### src/rtl/riscv_ctrl_pkg.sv
// Shared definitions for the multicycle RISC-V control path: FSM states,
// opcode constants, ALUOP codes and datapath mux select encodings.
package riscv_ctrl_pkg;

  typedef enum logic [3:0] {
    S_FETCH    = 4'd0,
    S_DECODE   = 4'd1,
    S_MEMADR   = 4'd2,
    S_MEMREAD  = 4'd3,
    S_MEMWB    = 4'd4,
    S_MEMWRITE = 4'd5,
    S_EXECR    = 4'd6,
    S_EXECI    = 4'd7,
    S_ALUWB    = 4'd8,
    S_BEQ      = 4'd9,
    S_JAL      = 4'd10,
    S_ILLEGAL  = 4'd11
  } state_t;

  localparam logic [6:0] OP_LOAD   = 7'b0000011;
  localparam logic [6:0] OP_STORE  = 7'b0100011;
  localparam logic [6:0] OP_RTYPE  = 7'b0110011;
  localparam logic [6:0] OP_ITYPE  = 7'b0010011;
  localparam logic [6:0] OP_BRANCH = 7'b1100011;
  localparam logic [6:0] OP_JAL    = 7'b1101111;

  localparam logic [2:0] ALUOP_ADD     = 3'b000;
  localparam logic [2:0] ALUOP_SUB     = 3'b001;
  localparam logic [2:0] ALUOP_CMP     = 3'b100;
  localparam logic [2:0] ALUOP_SPECIAL = 3'b111;

  localparam logic [1:0] SRCA_PC    = 2'b00;
  localparam logic [1:0] SRCA_OLDPC = 2'b01;
  localparam logic [1:0] SRCA_RS1   = 2'b10;

  localparam logic [1:0] SRCB_RS2  = 2'b00;
  localparam logic [1:0] SRCB_IMM  = 2'b01;
  localparam logic [1:0] SRCB_FOUR = 2'b10;

  localparam logic [1:0] RES_ALUOUT = 2'b00;
  localparam logic [1:0] RES_MEM    = 2'b01;
  localparam logic [1:0] RES_ALU    = 2'b10;

endpackage

### src/rtl/ctrl_out_decode.sv
// Combinational state-to-control decode; only mem_ready/zero gate the
// strobes, and reset forces FETCH selects with every enable off.
module ctrl_out_decode
  import riscv_ctrl_pkg::*;
(
  input  logic [3:0] i_state,
  input  logic       i_reset,
  input  logic       i_mem_ready,
  input  logic       i_zero,
  output logic       o_mem_req,
  output logic       o_pc_write,
  output logic       o_ir_write,
  output logic       o_adr_src,
  output logic       o_mem_write,
  output logic       o_reg_write,
  output logic [1:0] o_alu_src_a,
  output logic [1:0] o_alu_src_b,
  output logic [1:0] o_result_src,
  output logic [2:0] o_aluop,
  output logic       o_illegal
);

  state_t w_state;

  always_comb begin
    o_mem_req    = 1'b0;
    o_pc_write   = 1'b0;
    o_ir_write   = 1'b0;
    o_adr_src    = 1'b0;
    o_mem_write  = 1'b0;
    o_reg_write  = 1'b0;
    o_alu_src_a  = '0;
    o_alu_src_b  = '0;
    o_result_src = '0;
    o_aluop      = ALUOP_ADD;
    o_illegal    = 1'b0;
    // Reset overrides the registered state so a stalled store cannot strobe.
    w_state      = i_reset ? S_FETCH : state_t'(i_state);

    case (w_state)
      S_FETCH: begin
        o_mem_req    = 1'b1;
        o_ir_write   = i_mem_ready;
        o_pc_write   = i_mem_ready;
        o_alu_src_a  = SRCA_PC;
        o_alu_src_b  = SRCB_FOUR;
        o_result_src = RES_ALU;
      end
      S_DECODE: begin
        o_alu_src_a = SRCA_OLDPC;
        o_alu_src_b = SRCB_IMM;
      end
      S_MEMADR: begin
        o_alu_src_a = SRCA_RS1;
        o_alu_src_b = SRCB_IMM;
      end
      S_MEMREAD: begin
        o_mem_req = 1'b1;
        o_adr_src = 1'b1;
      end
      S_MEMWB: begin
        o_result_src = RES_MEM;
        o_reg_write  = 1'b1;
      end
      S_MEMWRITE: begin
        o_mem_req   = 1'b1;
        o_adr_src   = 1'b1;
        o_mem_write = i_mem_ready;
      end
      S_EXECR: begin
        o_alu_src_a = SRCA_RS1;
        o_alu_src_b = SRCB_RS2;
        o_aluop     = ALUOP_SPECIAL;
      end
      S_EXECI: begin
        o_alu_src_a = SRCA_RS1;
        o_alu_src_b = SRCB_IMM;
        o_aluop     = ALUOP_SPECIAL;
      end
      S_ALUWB: begin
        o_result_src = RES_ALUOUT;
        o_reg_write  = 1'b1;
      end
      S_BEQ: begin
        o_alu_src_a  = SRCA_RS1;
        o_alu_src_b  = SRCB_RS2;
        o_aluop      = ALUOP_SUB;
        o_result_src = RES_ALUOUT;
        o_pc_write   = i_zero;
      end
      S_JAL: begin
        o_alu_src_a  = SRCA_OLDPC;
        o_alu_src_b  = SRCB_FOUR;
        o_result_src = RES_ALUOUT;
        o_pc_write   = 1'b1;
      end
      S_ILLEGAL: o_illegal = 1'b1;
      default: ;
    endcase

    if (i_reset) begin
      o_mem_req  = 1'b0;
      o_ir_write = 1'b0;
      o_pc_write = 1'b0;
    end
  end

endmodule

### src/rtl/multicycle_control.sv
// Multicycle RISC-V control FSM: state register plus next-state logic;
// output decode lives in ctrl_out_decode.
module multicycle_control
  import riscv_ctrl_pkg::*;
(
  input  logic       clk,
  input  logic       reset,
  input  logic [6:0] opcode,
  input  logic       zero,
  input  logic       mem_ready,
  output logic       mem_req,
  output logic       pc_write,
  output logic       ir_write,
  output logic       adr_src,
  output logic       mem_write,
  output logic       reg_write,
  output logic [1:0] alu_src_a,
  output logic [1:0] alu_src_b,
  output logic [1:0] result_src,
  output logic [2:0] ALUOP,
  output logic       illegal
);

  state_t r_state;
  state_t w_next;

  always_ff @(posedge clk) begin
    if (reset) r_state <= S_FETCH;
    else       r_state <= w_next;
  end

  always_comb begin
    w_next = r_state;
    case (r_state)
      S_FETCH:    if (mem_ready) w_next = S_DECODE;
      S_DECODE: begin
        case (opcode)
          OP_LOAD, OP_STORE: w_next = S_MEMADR;
          OP_RTYPE:          w_next = S_EXECR;
          OP_ITYPE:          w_next = S_EXECI;
          OP_BRANCH:         w_next = S_BEQ;
          OP_JAL:            w_next = S_JAL;
          default:           w_next = S_ILLEGAL;
        endcase
      end
      S_MEMADR:   w_next = (opcode == OP_LOAD) ? S_MEMREAD : S_MEMWRITE;
      S_MEMREAD:  if (mem_ready) w_next = S_MEMWB;
      S_MEMWB:    w_next = S_FETCH;
      S_MEMWRITE: if (mem_ready) w_next = S_FETCH;
      S_EXECR:    w_next = S_ALUWB;
      S_EXECI:    w_next = S_ALUWB;
      S_ALUWB:    w_next = S_FETCH;
      S_BEQ:      w_next = S_FETCH;
      S_JAL:      w_next = S_ALUWB;
      S_ILLEGAL:  w_next = S_ILLEGAL;
      default:    w_next = S_FETCH;
    endcase
  end

  ctrl_out_decode u_decode (
    .i_state      (r_state),
    .i_reset      (reset),
    .i_mem_ready  (mem_ready),
    .i_zero       (zero),
    .o_mem_req    (mem_req),
    .o_pc_write   (pc_write),
    .o_ir_write   (ir_write),
    .o_adr_src    (adr_src),
    .o_mem_write  (mem_write),
    .o_reg_write  (reg_write),
    .o_alu_src_a  (alu_src_a),
    .o_alu_src_b  (alu_src_b),
    .o_result_src (result_src),
    .o_aluop      (ALUOP),
    .o_illegal    (illegal)
  );

endmodule

### config.mk
export PLATFORM = sky130hd
export DESIGN_NAME = multicycle_control
export DESIGN_NICKNAME = d
export VERILOG_FILES = /design/src/rtl/riscv_ctrl_pkg.sv /design/src/rtl/ctrl_out_decode.sv /design/src/rtl/multicycle_control.sv
export SDC_FILE = /design/constraint.sdc
export NUM_CORES = 1
export LEC_CHECK = 0
export ABC_AREA = 1
export CAP_MARGIN = 20
export CORE_MARGIN = 2
export CORE_UTILIZATION = 36
export DETAILED_ROUTE_END_ITERATION = 8
export GPL_ROUTABILITY_DRIVEN = 0
export PLACE_DENSITY = 0.73
export SETUP_SLACK_MARGIN = 0.15
export SYNTH_ARGS = -nofsm -noshare
export SYNTH_HDL_FRONTEND = slang
export SYNTH_SLANG_ARGS = --single-unit
export TNS_END_PERCENT = 100
### constraint.sdc
create_clock -name clk -period 1.1 [get_ports clk]
set_input_delay 0.165 -clock clk [delete_from_list [all_inputs] [get_ports clk]]
set_output_delay 0.165 -clock clk [all_outputs]
set_load 0.02 [all_outputs]
# After elaboration in Yosys (flattened, before gate mapping)
# Index checks and enable logic that the tools add are counted.
# W data, S select, Z words.
# classes
eq_ne	28
n_reduce_logical	13
n_mux	21
# op_table
operator	count
$eq A4 B3 Y1 const B	7
$pmux W4 S7	1
$eq A4 B4 Y1 const B	6
$pmux W4 S5	1
$eq A4 B2 Y1 const B	4
$mux W4	4
$eq A7 B6 Y1 const B	2
$eq A7 B7 Y1 const B	2
$pmux W2 S2	3
$reduce_or A2 Y1	6
$mux W1	9
$reduce_or A3 Y1	3
$eq A4 B1 Y1 const B	2
$logic_not A4 Y1	2
$eq A7 B2 Y1 const B	1
$eq A7 B5 Y1 const B	1
$ne A2 B2 Y1 const B	3
$pmux W3 S2	1
$reduce_or A4 Y1	1
$mux W3	1
$pmux W1 S3	1
$reduce_and A3 Y1	1
# word_totals
reg_bits	4
word_cells	63
inputBits	11
output_inout_bits	16

# Depth between registers and ports, before layout
# depth
ltp_word	5
depth_mapped	10

# Hierarchy
# Synthesis repeated with hierarchy kept, for this count alone.
# hier_totals
hier_cells	114
hier_area_um2	636.9
# by_module_without_submodules
module	cells_per_inst	seq_area_each_um2	n_inst	area_per_inst_um2
multicycle_control	68	80.1	1	372.9
ctrl_out_decode	46	0.0	1	264.0

# Worst setup path before layout
# No wires, ideal clock.
# synth_timing
path_kind	reg-to-output
startpoint	register r_state[2]
endpoint	output port pc_write
required_time_ns	0.935
stages_incl_launch_ff	8
path_slack_ns	-0.252
arrival_time_ns	1.187
n_path_buf	0
path_cell_list	dfxtp_1 nor2_2 nand2_2 nand2_1 inv_1 nor2_1 o21ai_1 inv_1
# synth_via
elab_chain_len	4
# synth_lines
item	line_no	source
from (decl)	multicycle_control.sv:24	state_t r_state;
from (signal assigned)	multicycle_control.sv:29	else r_state <= w_next;
$mux W4 (*)	ctrl_out_decode.sv:38	w_state = i_reset ? S_FETCH : state_t'(i_state);
$eq A4 B4 Y1 / $logic_not A4 Y1 (equally long branches)	ctrl_out_decode.sv:40	case (w_state)
$pmux W1 S3 (*)	ctrl_out_decode.sv:40	
$mux W1 (*)	ctrl_out_decode.sv:101	if (i_reset) begin
to (decl)	multicycle_control.sv:12	output logic pc_write,
# Mark *: on every way between the ends. The rest lies on a longest branch, timed or not.

# Final worst setup path
# layout_timing
startpoint	register r_state[0]
endpoint	output port alu_src_b[0]
# layout_via
elab_chain_len	4
# layout_lines
item	line_no	source
$mux W4 (*)	ctrl_out_decode.sv:38	
$eq A4 B1 Y1, or another cell as far along	ctrl_out_decode.sv:40	
$reduce_or A3 Y1 (no line) / $reduce_or A2 Y1 (equally long branches)	-	
$pmux W2 S2 (*)	ctrl_out_decode.sv:40	
to (decl)	multicycle_control.sv:18	output logic [1:0] alu_src_b,
# Marked as above.

==> qor.yml <==
place:
  dp_cells: 183
  port_buffers: 26
  place_area_um2: 1210
  hpwl_um: 1720
sta:
  final_max_slew_viol_count: 0
  timing.final.crit_share_pct: 151
  finalWorstSetupSlack_ns: -0.562
  fmaxAchievable_mhz: 602
  skew_ns: 0.0125
  worst_hold_slack_ns: 0.620
  grt_setup_unrepaired: "yes"
  finalSetupViolations: 20
  slew_headroom_pct: 81.4
  fin_setup_tns_ns: -7.63
  finalCriticalPeriod_ns: 1.66
  worstMarginPinSlew_ns: 0.279
  hold_viol: 0
power:
  powerDensity_nw_per_um2: 2130
  total_power_w: 0.00303
  p_leak_nw: 0.739
  power_frac_clock_pct: 7.4
  p_sw_share_pct: 49.6
  switchingPower_w: 0.00150
  comb_power_share_pct: 81.1
  vdd_drop_max_uv: 1390
  p_int_w: 0.00153
  seq_power_share_pct: 11.5
floorplanning:
  dieArea_um2: 2020
  pin_count: 27
  die_h_um: 45.0
  core-area_um2: 1540
  die-width_um: 45.0
  std_cell_rows: 14
  start_util_pct: 39.2
setup_path:
  cp_slowest_cell: "dfxtp_4"
  worstPathMaxFanout: 4
  r2r_start: "r_state[3]"
  reg2reg_depth: 10
  crit_family: "buffers and inverters"
  cp-start-kind: "register"
  crit_path_cell_trace: "buf_4 > nor2_2 > nand2_1 > inv_2 > nand2_2 > o211ai_1 > buf_4"
  required_ns: 0.94
  timing.rr.end: "r_state[0]"
  r2r_slack_ns: -0.40
  path_common_cell: "buf_4"
  crit_path_max_incr_delay_ns: 0.36
  arrival_ns: 1.50
  crit_type: "reg2out"
  cp.buffers_inverters: 3
  setup.worst_path.end_class: "output pin"
global_route:
  first_global_vias: 991
  antenna_found_initial: 0
  grt_pass1_wl_um: 4130
  grt.overflow.total: 0
  grt_max_degree: 7
  grt_usage_pct: 28.7
min_path:
  hold_end: "r_state[1]"
  whs_path_depth: 5
  holdCritPathClass: "in2reg"
  min-delay-start: "reset"
finish:
  largest_reg_flops: 4
  final_common_cell: "buf_4"
  layout.nets: 192
  final_area_um2: 1430
  insertedDiodeCount: 0
  layout_common_cells: "37 x buf_4, 23 x nand2_1, 17 x buf_6"
  largestRegisters: "r_state x4"
  stdcell_count: 196
  drive_gt1_share_pct: 67.2
  top_register: "r_state"
  syn_to_final_growth_pct: 136
run:
  cap_viol_max_count: 0
cts:
  cts_buffers: 3
  cts_tree: "done"
  cts_hold_buffers: 0
  cts_sinks: 4
  clockBufferDepth: 2
  htreeDepth: 1
  cts-root-buf: "clkbuf_4"
  clkTransAtPathRegs_ns: 0.04
  insertion_delay_ns: 0.25
logic_synthesis:
  synth_top_family_by_area: "simple AND/OR/NAND/NOR gates"
  netlist_area_um2: 604
  synth.distinct_cells: 21
  ys_seq_area_share_pct: 13.3
  synth_largest_area_cell: "nand2_1"
  synthXorXnorAreaFrac_pct: 0
  synthAdderAreaFrac_pct: 0
  synth_compound_area_share_pct: 14.5
  ys_seq_elements: 4
  synth.top_cells.by_area: "nand2_1 22%, dfxtp_1 13%, inv_1 12%, nor2_1 8.7%, nor2_4 5.6%"
  synth.yosys.warnings: 0
  syn-num-nets: 125
  yosys-mux-area-fraction_pct: 0
  avgSynthCellArea_um2: 5.30
  synth_top_area_share_pct: 21.7
  yosys.area_share.simple_pct: 54.9
  syn_inst: 114
outcome:
  violations: "setup timing"
  status: "complete, but fails checks"
routing:
  drt-initial-drc-count: 59
  vias: 1112
  ant_nets: 0
  vias_per_cell: 5.67
  wl_per_cell_um: 17.5
  drc: 0
  drtPass1Iterations: 4
  wl_um: 3430
through the flow:
stage               util [%]  worst slack [ns]
finish                  92.5            -0.562
global route            92.5            -0.582
CTS                     87.2            -0.436
detailed placement      78.2            -0.896
global placement        78.2            -0.882
floorplan                  -           -0.0792
power by group through the flow:
stage / Sequential [W] / Clock (W) / Combinational (W)
floorplan: 0.000316 / 0 / 0.00104
global placement: 0.000306 / 0 / 0.00182
detailed placement: 0.000312 / 0 / 0.00184
CTS: 0.000344 / 0.000232 / 0.00214
global route: 0.000352 / 0.000239 / 0.00255
finish: 0.000348 / 0.000223 / 0.00246
layer usage:
metal,vias to the layer above,global-route usage [%],routed length [um]
li1,480,-,-
met1,533,30.3,1300
met2,73,51.7,1740
met3,26,2.80,191
met4,0,21.8,201
met5,-,0,0
logic make-up (layout without fill, tap and decap cells):
kind of cell	count (synthesis)	in the layout
simple gates	70	70
compound gates	14	14
flops	4	4
buf+inv	26	92
synthesized netlist by cell type:
cell,instances
nand2_1,35
inv_1,20
nor2_1,14
nand3_1,5
a21oi_1,4
dfxtp_1,4
inv_2,4
nor3_1,4
o21ai_0,4
nand2_2,3
nor2_2,3
nor2_4,3
buf_4,2
nand3_2,2
a21oi_2,1
a31oi_1,1
nand2_4,1
o211ai_1,1
o211ai_2,1
o21a_1,1
o21ai_1,1
worst reg2reg max path: cells and delay by family (launching register included):
family                 cells  cell delay, ns
buffers and inverters      2            0.27
flip-flops                 1            0.36
AND/OR/NAND/NOR            7            0.66
AO/OA/AOI/OAI              1            0.09
repair_timing:
item,in CTS,in global routing
buffers inserted,7,2
pin swaps,13,7
endpoints found under the setup margin,20,20
hold endpoints to repair,0,0
gates resized for setup,115,16
layout make-up:
cell class / count / area (um^2)
Clock buffer: 4 / 26.3
Multi-Input combinational cell: 84 / 611
Fill cell: 56 / 116
Timing Repair Buffer: 64 / 568
Sequential cell: 4 / 95.1
Inverter: 24 / 105
Tap cell: 16 / 20.0
how the worst max path moves through the flow:
stage	end	slack, ns	cells past startpoint	startpoint
CTS	pc_write	-0.44	8	r_state[2]
global route	alu_src_b[0]	-0.58	7	r_state[0]
finish	alu_src_b[0]	-0.56	7	r_state[0]
global placement	pc_write	-0.88	8	reset
floorplan	pc_write	-0.08	7	r_state[3]
detailed placement	pc_write	-0.90	8	reset
(Power assumes the default switching activity.)
